$ cat src/rtl/mem_arbiter.sv
// Single-port memory arbiter for debug/loader, data load/store and instruction fetch.
// One transaction in flight: grant (IDLE/RESP) -> ACCESS -> RESP, with fetch anti-starvation.
module mem_arbiter #(
  parameter int ADDR_W   = 32,
  parameter int DATA_W   = 32,
  parameter int MAX_WAIT = 4
) (
  input  logic              clk,
  input  logic              reset,
  input  logic              dbg_req,
  input  logic              dat_req,
  input  logic              ift_req,
  input  logic              dbg_we,
  input  logic              dat_we,
  input  logic [ADDR_W-1:0] dbg_addr,
  input  logic [ADDR_W-1:0] dat_addr,
  input  logic [ADDR_W-1:0] ift_addr,
  input  logic [DATA_W-1:0] dbg_wdata,
  input  logic [DATA_W-1:0] dat_wdata,
  output logic              dbg_gnt,
  output logic              dat_gnt,
  output logic              ift_gnt,
  output logic              dbg_rvalid,
  output logic              dat_rvalid,
  output logic              ift_rvalid,
  output logic [DATA_W-1:0] rdata,
  output logic [ADDR_W-1:0] mem_addr,
  output logic [DATA_W-1:0] mem_wdata,
  output logic              mem_we,
  input  logic [DATA_W-1:0] mem_rdata,
  output logic [1:0]        owner
);

  localparam int WAIT_W = (MAX_WAIT < 1) ? 1 : $clog2(MAX_WAIT + 1);
  localparam logic [WAIT_W-1:0] WAIT_SAT = WAIT_W'(MAX_WAIT);

  localparam logic [1:0] OWN_NONE = 2'd0;
  localparam logic [1:0] OWN_DBG  = 2'd1;
  localparam logic [1:0] OWN_DAT  = 2'd2;
  localparam logic [1:0] OWN_IFT  = 2'd3;

  typedef enum logic [1:0] {
    IDLE   = 2'd0,
    ACCESS = 2'd1,
    RESP   = 2'd2
  } state_t;

  state_t              state_q;
  state_t              state_d;
  logic [WAIT_W-1:0]   ift_wait;
  logic [WAIT_W-1:0]   ift_wait_d;
  logic                gnt_ok;
  logic                ift_promote;
  logic                any_gnt;
  logic [ADDR_W-1:0]   sel_addr;
  logic [DATA_W-1:0]   sel_wdata;
  logic                sel_we;
  logic [1:0]          sel_owner;
  logic [ADDR_W-1:0]   addr_p1;
  logic [DATA_W-1:0]   wdata_p1;
  logic                we_p1;
  logic [1:0]          owner_p1;
  logic                vld_p1;
  logic                vld_p2;

  function automatic logic [WAIT_W-1:0] wait_sat_inc(input logic [WAIT_W-1:0] v);
    return (v >= WAIT_SAT) ? WAIT_SAT : v + WAIT_W'(1);
  endfunction

  assign gnt_ok      = (state_q == IDLE) || (state_q == RESP);
  assign ift_promote = (ift_wait == WAIT_SAT);
  assign any_gnt     = dbg_gnt || dat_gnt || ift_gnt;

  // Grant stage: fixed priority, fetch jumps ahead of data once it has waited long enough
  always_comb begin
    dbg_gnt   = 1'b0;
    dat_gnt   = 1'b0;
    ift_gnt   = 1'b0;
    sel_addr  = '0;
    sel_wdata = '0;
    sel_we    = 1'b0;
    sel_owner = OWN_NONE;
    if (gnt_ok) begin
      if (dbg_req) begin
        dbg_gnt   = 1'b1;
        sel_addr  = dbg_addr;
        sel_wdata = dbg_wdata;
        sel_we    = dbg_we;
        sel_owner = OWN_DBG;
      end else if (ift_promote && ift_req) begin
        ift_gnt   = 1'b1;
        sel_addr  = ift_addr;
        sel_owner = OWN_IFT;
      end else if (dat_req) begin
        dat_gnt   = 1'b1;
        sel_addr  = dat_addr;
        sel_wdata = dat_wdata;
        sel_we    = dat_we;
        sel_owner = OWN_DAT;
      end else if (ift_req) begin
        ift_gnt   = 1'b1;
        sel_addr  = ift_addr;
        sel_owner = OWN_IFT;
      end
    end

    state_d = state_q;
    case (state_q)
      IDLE:    state_d = any_gnt ? ACCESS : IDLE;
      ACCESS:  state_d = RESP;
      RESP:    state_d = any_gnt ? ACCESS : IDLE;
      default: state_d = IDLE;
    endcase

    ift_wait_d = (ift_req && !ift_gnt) ? wait_sat_inc(ift_wait) : '0;
  end

  always_ff @(posedge clk or negedge reset) begin
    if (!reset) begin
      state_q  <= IDLE;
      ift_wait <= '0;
    end else begin
      state_q  <= state_d;
      ift_wait <= ift_wait_d;
    end
  end

  // Access stage registers: request captured at the grant edge
  always_ff @(posedge clk or negedge reset) begin
    if (!reset) begin
      addr_p1  <= '0;
      wdata_p1 <= '0;
      we_p1    <= 1'b0;
      owner_p1 <= OWN_NONE;
    end else if (any_gnt) begin
      addr_p1  <= sel_addr;
      wdata_p1 <= sel_wdata;
      we_p1    <= sel_we;
      owner_p1 <= sel_owner;
    end else if (state_q == RESP) begin
      owner_p1 <= OWN_NONE;
    end
  end

  assign vld_p1    = (state_q == ACCESS);
  assign mem_addr  = addr_p1;
  assign mem_wdata = wdata_p1;
  assign mem_we    = vld_p1 && we_p1;
  assign owner     = owner_p1;

  // Response stage: memory has registered the read, route it to the owner
  assign vld_p2     = (state_q == RESP);
  assign rdata      = vld_p2 ? mem_rdata : '0;
  assign dbg_rvalid = vld_p2 && (owner_p1 == OWN_DBG);
  assign dat_rvalid = vld_p2 && (owner_p1 == OWN_DAT);
  assign ift_rvalid = vld_p2 && (owner_p1 == OWN_IFT);

endmodule
$ cat config.mk
export PLATFORM = sky130hd
export DESIGN_NAME = mem_arbiter
export DESIGN_NICKNAME = d
export VERILOG_FILES = /design/src/rtl/mem_arbiter.sv
export SDC_FILE = /design/constraint.sdc
export NUM_CORES = 1
export LEC_CHECK = 0
export CAP_MARGIN = 25
export CELL_PAD_IN_SITES_DETAIL_PLACEMENT = 1
export CELL_PAD_IN_SITES_GLOBAL_PLACEMENT = 1
export CORE_MARGIN = 2
export CORE_UTILIZATION = 25
export DETAILED_ROUTE_END_ITERATION = 8
export PLACE_DENSITY = 0.85
export SETUP_SLACK_MARGIN = 0.2
export SLEW_MARGIN = 15
export SYNTH_ARGS = -nofsm -noshare
export SYNTH_HDL_FRONTEND = slang
export SYNTH_SLANG_ARGS = --single-unit
$ cat constraint.sdc
create_clock -name clk -period 2 [get_ports clk]
set_input_delay 0.4 -clock clk [delete_from_list [all_inputs] [get_ports clk]]
set_output_delay 0.4 -clock clk [all_outputs]
set_load 0.05 [all_outputs]
==> results.cfg, run 1 <==
[synth]
post_synth.cell_area_avg_um2 = 10.8
synth_area_leader_cell = sky130_fd_sc_hd__dfrtp_1
synth_top_family_by_area = compound AO/OA/AOI/OAI gates
synthesis.area_um2 = 4140
fraction_of_the_mapped_netlist_area_in_compound_gates_pct = 28.6
mux_share_of_post_synthesis_cell_area_pct = 9.61
synth.yosys.warnings = 0
synth_top_cells_by_area = sky130_fd_sc_hd__dfrtp_1 44%, sky130_fd_sc_hd__a32o_1 8.0%, sky130_fd_sc_hd__a2bb2oi_1 7.0%
adder_and_majority_gate_portion_of_the_synthesized_area_pct = 0.604
synth-simple-area-share_pct = 11.8
yosys.area_share.xor_xnor_pct = 0
netlist-cell-type-count = 31
syn_inst = 382
ffs_latches_synth = 72
synth_nets = 583
fraction_of_the_yosys_area_taken_by_sequential_cells_pct = 43.5
netlist.area_leader.share_pct = 43.5

[layout]
multiInputGateArea_um2 = 2310
nNetsFinal = 897
layout_cells_sized_above_1_pct = 27.8
final-seq-area_um2 = 1800
commonest_non_fill_non_tap_cells_in_the_layout = 194 x sky130_fd_sc_hd__clkdlybuf4s50_1, 71 x sky130_fd_sc_hd__dfrtp_1, 61 x sky130_fd_sc_hd__dlygate4sd2_1, 45 x sky130_fd_sc_hd__buf_12, 42 x sky130_fd_sc_hd__buf_4
layout-area-overhead-vs-synth_pct = 106
num-fill-cells = 1704
final_common_cell = sky130_fd_sc_hd__clkdlybuf4s50_1
final_design_area_no_fill_um2 = 8540

[setup_path]
cpMostUsedCell = sky130_fd_sc_hd__buf_12
cell_breakdown_of_the_critical_path = nor2b_4 > buf_12 > buf_4 > and2_4 > buf_12
regToRegStartpoint = state_q[0]
critPathTopFamily = flip-flops
path_depth = 5
path_class = flip-flop to output pin
cp_data_required_time_ps = 1600
crit_path_end = rdata[10]
critPathBufInv = 3
r2r_setup_slk_ps = 270
worstSetupEndpointType = output pin
critical_path.max_stage_delay_ps = 430
cpMaxStageDelayCell = sky130_fd_sc_hd__dfrtp_2
cp.arrival_ps = 1520
cp_max_fo = 14
worst_setup_path_start_kind = flip-flop
r2r-end = mem_addr[6]
critPathLaunch = state_q[0]
reg2reg_path_depth = 7

[sta]
fmaxAchievable_ghz = 0.521
report.final.slew_viol_count = 0
finalHoldWorstSlack_ps = 22.6
post_layout_minimum_cycle_time_ps = 1920
fin_tns_setup_ps = 0
fin_ws_ps = 81.9
maxSlewHeadroom_pct = 64.5
finalClockSkew_ps = 6.40
report.final.setup_viol = 0
grt_setup_unrepaired = true
final-hold-violation-count = 0
max_slew.worst_pin.slew_ps = 535
min_period_over_period_pct = 95.9

[power]
sw_frac_of_total_pct = 42.1
p_per_area_nw_per_um2 = 905
seqPwrFrac_pct = 26.2
combinationalPowerShare_pct = 52.7
p_switching_mw = 3.25
p_clk_share_pct = 21.1
total_power_mw = 7.73
power.internal_mw = 4.47
vdd.ir_drop.worst_mv = 0.409
leakage_power_summed_over_all_cells_nw = 3.66

[global_route]
globalRouteMet3Util_pct = 6.17
gr-usage-met2_pct = 42.1
grt.busiest_layer = met2
grt_start_max_net_pins = 39
grt_pass1_vias = 5282
grtUsageTotal_pct = 23.4
grt_remaining_overflow = 0
antenna_found_initial = 2
gr-usage-met1_pct = 26.6
grt_pass1_wl_um = 32000

[worst_hold_path]
holdCritPathClass = input port to async pin

[die]
initial_utilization_pct = 25.2
placementRows = 47
coreArea_um2 = 16400
fp.dieArea_um2 = 17600
fp.dieW_um = 133
die-height_um = 133
ioPinCount = 304

[detailed_routing]
detail_route.wirelength_um = 20700
firstDrtPassIters = 4
drcViolationCount = 0
avgViaCountPerCell = 5.12
antenna_left = 0
vias = 4729
avgRoutedWirePerCell_um = 22.4
drt_iter0_markers = 224

[clocking]
ctsHtreeMaxLevel = 3
cts_tree = yes
numClockSinks = 72
path_clk_slew_ps = 60
cts_buffers = 9
clock_buffer_depth = 2
clkLatencyLatePin_ps = 340
cts-root-buf = sky130_fd_sc_hd__clkbuf_16

[run]
max_cap_violations = 0

[placed_design]
io_buffer_count = 303
dp.final_hpwl_um = 15300
detailedPlace.worstSlack_ps = -138
gp_congestion = 0.824
placed_cell_area_um2 = 7920

[outcome]
outcome = finished, final reports clean
power by group through the flow:
stage                     Sequential, mW  Combinational, mW  Clock [mW]
after floorplan                     3.17               1.14           0
after global placement              2.02               3.96           0
after detailed placement            2.05               4.03           0
after CTS                           2.03               4.03        1.67
after global routing                2.07               4.24        1.74
final                               2.03               4.07        1.63
worst min-delay path by stage:
stage | from | to | slack (ps) | cells after the start
2_1_floorplan | reset | ift_wait[0] | 100 | 0
3_3_place_gp | reset | mem_addr[23] | 400 | 1
3_5_place_dp | reset | mem_addr[24] | 410 | 1
4_1_cts | reset | mem_addr[20] | 40 | 1
5_1_grt | reset | mem_addr[20] | 50 | 1
6_report | reset | mem_addr[24] | 20 | 1
registers in the layout, indices dropped and copies added, names as in the netlist:
| register | count |
|---|---|
| ift_wait | 3 |
| we_p1 | 1 |
| owner | 2 |
| mem_addr | 32 |
| mem_wdata | 32 |
| state_q | 2 |
timing repair:
item	CTS	global route
resized for setup	101	23
setup endpoints to repair	103	45
cloned	2	0
pin swaps	4	14
setup buffers	12	7
hold buffers	0	0
cell families after synthesis:
kind of cell               Yosys count
and+or+nand+nor                     87
muxes                               33
buffers and inverters               52
AOI/OAI and AO/OA                  136
adders and majority gates            2
DFF                                 72
area by class of cell:
cell class | count | share of cell area [%]
antenna | 2 | 0.0586
clock buffer | 9 | 2.64
clock inverter | 7 | 0.850
inverter | 4 | 0.176
multi-input combinational | 258 | 27.1
sequential | 72 | 21.1
tap | 220 | 3.22
timing repair buffer | 351 | 44.8
cell usage after synthesis, drive strengths merged:
cell      n
a21bo     1
a21boi    1
a21o     32
a21oi     1
a2bb2oi  33
a311oi   32
a32o     33
and2     33
buf      24
clkbuf   24
dfrtp    72
ha        2
inv       4
mux2     33
nand2     4
nand3    33
nor2      8
nor2b     5
nor3      2
nor3b     1
nor4      1
o21ai     1
o31ai     1
o32ai     1
stage by stage:
| step | instances | util, % |
|---|---|---|
| finish | 923 | 52.0 |
| global route | 923 | 52.0 |
| CTS | 914 | 51.2 |
| detailed placement | 884 | 48.2 |
| global placement | 884 | 48.2 |
| floorplan | 382 | - |
worst register-to-register path, stage by stage (launching register included):
cell                        delay (ps)
sky130_fd_sc_hd__dfrtp_2           430
sky130_fd_sc_hd__buf_4             150
sky130_fd_sc_hd__buf_12            130
sky130_fd_sc_hd__buf_6             120
sky130_fd_sc_hd__buf_6             170
sky130_fd_sc_hd__a21o_1            190
sky130_fd_sc_hd__a311oi_1          310
sky130_fd_sc_hd__a2bb2oi_1         110
routing by layer:
| metal | part of all wire (%) | wire length, µm |
|---|---|---|
| met5 | 0 | 0 |
| met4 | 2.3 | 469 |
| met3 | 6.4 | 1320 |
| met2 | 53 | 10900 |
| met1 | 39 | 8000 |
(Power assumes the default switching activity.)
==> inputs of run 2 (changes only) <==
--- a/config.mk
+++ b/config.mk
@@ -11,6 +11,7 @@
 export CORE_MARGIN = 2
 export CORE_UTILIZATION = 25
 export DETAILED_ROUTE_END_ITERATION = 8
+export GPL_ROUTABILITY_DRIVEN = 0
 export PLACE_DENSITY = 0.85
 export SETUP_SLACK_MARGIN = 0.2
 export SLEW_MARGIN = 15
==> results of run 2 <==
No change in the layout: final DEF, timing and power equal those of run 1.
==> inputs of run 3 (changes only) <==
--- a/config.mk
+++ b/config.mk
@@ -9,10 +9,11 @@
 export CELL_PAD_IN_SITES_DETAIL_PLACEMENT = 1
 export CELL_PAD_IN_SITES_GLOBAL_PLACEMENT = 1
 export CORE_MARGIN = 2
-export CORE_UTILIZATION = 25
+export CORE_UTILIZATION = 30
 export DETAILED_ROUTE_END_ITERATION = 8
+export DONT_BUFFER_PORTS = 1
 export GPL_ROUTABILITY_DRIVEN = 0
-export PLACE_DENSITY = 0.85
+export PLACE_DENSITY = 0.59
 export SETUP_SLACK_MARGIN = 0.2
 export SLEW_MARGIN = 15
 export SYNTH_ARGS = -nofsm -noshare
==> run 3 against run 2 <==
Effect of this change: the flow now finishes with violations (negative hold slack); clock skew rose by 0.51 ps; worst hold slack worse by 260 ps; via count is 24% lower; cell count decreased by 36%; fmax increased by 1.7%; critical path depth stayed put; global-route usage down 2.9 points; core utilization fell by 9.6 points; sequential share of layout area grew 11 points; count of clock-buffer cells in the layout grew 4; register-to-register slack barely moved; wire length fell by 24%; critical path type unchanged; critical endpoint is now dat_rvalid; largest power group is now sequential cells.
==> results.cfg, run 3 (synthesized netlist as in run 1, its figures left out) <==
[detailed_routing]
drt_iter0_markers = 171
avgRoutedWirePerCell_um = 26.5
avgViaCountPerCell = 6.06
antenna_left = 0
drcViolationCount = 0
detail_route.wirelength_um = 15600
vias = 3573
firstDrtPassIters = 4

[power]
p_per_area_nw_per_um2 = 1180
leakage_power_summed_over_all_cells_nw = 2.36
vdd.ir_drop.worst_mv = 0.527

[placed_design]
dp.final_hpwl_um = 10400
detailedPlace.worstSlack_ps = 205
io_buffer_count = 0
placed_cell_area_um2 = 5100

[run]
max_cap_violations = 0

[setup_path]
critical_path.max_stage_delay_ps = 440
worstSetupEndpointType = output pin
cpMaxStageDelayCell = sky130_fd_sc_hd__dfrtp_2
path_class = flip-flop to output pin
regToRegStartpoint = ift_wait[1]
cpMostUsedCell = sky130_fd_sc_hd__buf_12
critPathLaunch = state_q[0]
cell_breakdown_of_the_critical_path = nor2b_4 > buf_12 > nand2_2 > nor2_4 > buf_12
cp_max_fo = 17
cp.arrival_ps = 1490
worst_setup_path_start_kind = flip-flop
cp_data_required_time_ps = 1600

[die]
fp.dieArea_um2 = 14800
fp.dieW_um = 121
ioPinCount = 304
coreArea_um2 = 13300
placementRows = 42
initial_utilization_pct = 31.0
die-height_um = 121

[sta]
grt_setup_unrepaired = true
max_slew.worst_pin.slew_ps = 563
min_period_over_period_pct = 94.3
fin_ws_ps = 114
fmaxAchievable_ghz = 0.530
post_layout_minimum_cycle_time_ps = 1890
finalHoldWorstSlack_ps = -239
report.final.setup_viol = 0
final-hold-violation-count = 72
finalClockSkew_ps = 6.91
report.final.slew_viol_count = 0
maxSlewHeadroom_pct = 62.4

[layout]
num-fill-cells = 1396
nNetsFinal = 610
layout_cells_sized_above_1_pct = 32.6
commonest_non_fill_non_tap_cells_in_the_layout = 71 x sky130_fd_sc_hd__dfrtp_1, 42 x sky130_fd_sc_hd__buf_12, 33 x sky130_fd_sc_hd__a2bb2oi_1, 33 x sky130_fd_sc_hd__a32o_1
final_design_area_no_fill_um2 = 5660
layout.core_utilization_pct = 42.4
final_common_cell = sky130_fd_sc_hd__dfrtp_1
layout-area-overhead-vs-synth_pct = 36.8
antennaDiodeCount = 0

[global_route]
grtUsageTotal_pct = 20.5
antenna_found_initial = 0
grt_remaining_overflow = 0
grt_pass1_vias = 3853
grt_start_max_net_pins = 73
grt_pass1_wl_um = 23000

[worst_hold_path]
holdCritPathClass = input port to async pin

[clocking]
clkLatencyLatePin_ps = 330
cts_tree = yes
clock_buffer_depth = 2
ctsHtreeMaxLevel = 3
numClockSinks = 72
cts_buffers = 9
path_clk_slew_ps = 60
cts-root-buf = sky130_fd_sc_hd__clkbuf_16

[outcome]
outcome = finished with violations
violations = negative hold slack
==> run 3: changes by cell type in the layout (fill, tap and decap cells not counted), moves of 3 or more <==
cell | before | now
sky130_fd_sc_hd__and2_1 | 0 | 25
sky130_fd_sc_hd__and2_4 | 33 | 7
sky130_fd_sc_hd__buf_12 | 45 | 42
sky130_fd_sc_hd__buf_4 | 42 | 16
sky130_fd_sc_hd__clkdlybuf4s50_1 | 194 | 0
sky130_fd_sc_hd__dlygate4sd2_1 | 61 | 0
==> run 3: routing by layer <==
metal  part of all wire (%)  track usage (%)
met4                    1.2             6.39
met1                     38             23.6
met3                    9.6             7.33
met5                      0                0
met2                     52             35.4
==> run 3: final cells by class <==
class	count	area, µm²	share of cell area, %
clock buffer	13	260	4.59
clock inverter	3	40.0	0.707
inverter	4	15.0	0.265
multi-input combinational	258	2240	39.5
sequential	72	1800	31.8
tap	176	220	3.89
timing repair buffer	64	1090	19.2
==> run 3: timing repair <==
action,CTS,global route
endpoints found under the hold margin,72,72
buffers inserted,4,4
pin swaps,6,7
gates cloned,2,2
resized for setup,13,15
endpoints found under the setup margin,39,67
==> run 3: critical path, delay by kind of cell (launching register included) <==
family,cells,cell delay [ps]
and+or+nand+nor,3,420
DFF,1,440
buffers and inverters,2,300
==> run 3: path summary, 6_finish.rpt <==
| path | to | slack, ps | depth (start not counted) |
|---|---|---|---|
| max in group asynchronous | mem_addr[9] | 2100 | 0 |
| min in group clk | owner[1] | 190 | 1 |
| worst max register to register | mem_addr[22] | 270 | 7 |
| worst max-delay path | dat_rvalid | 110 | 5 |
| worst min register to register | state_q[1] | 470 | 1 |
| worst min-delay path | mem_wdata[8] | -240 | 0 |
==> run 3: metrics by stage <==
step	power [mW]	setup TNS [ps]	hold WS, ps	instances
floorplan	4.31	-3.22	104	382
global placement	4.87	0	106	562
detailed placement	4.93	0	106	562
CTS	6.64	0	-259	584
global route	6.94	0	-264	590
finish	6.67	0	-239	590
==> run 3: power by group <==
part           internal (mW)  total, mW  switching (mW)
Sequential              1.78       3.22            1.44
Clock                   1.03       1.64           0.609
Combinational          0.933       1.81           0.878
Total                   3.74       6.67            2.92
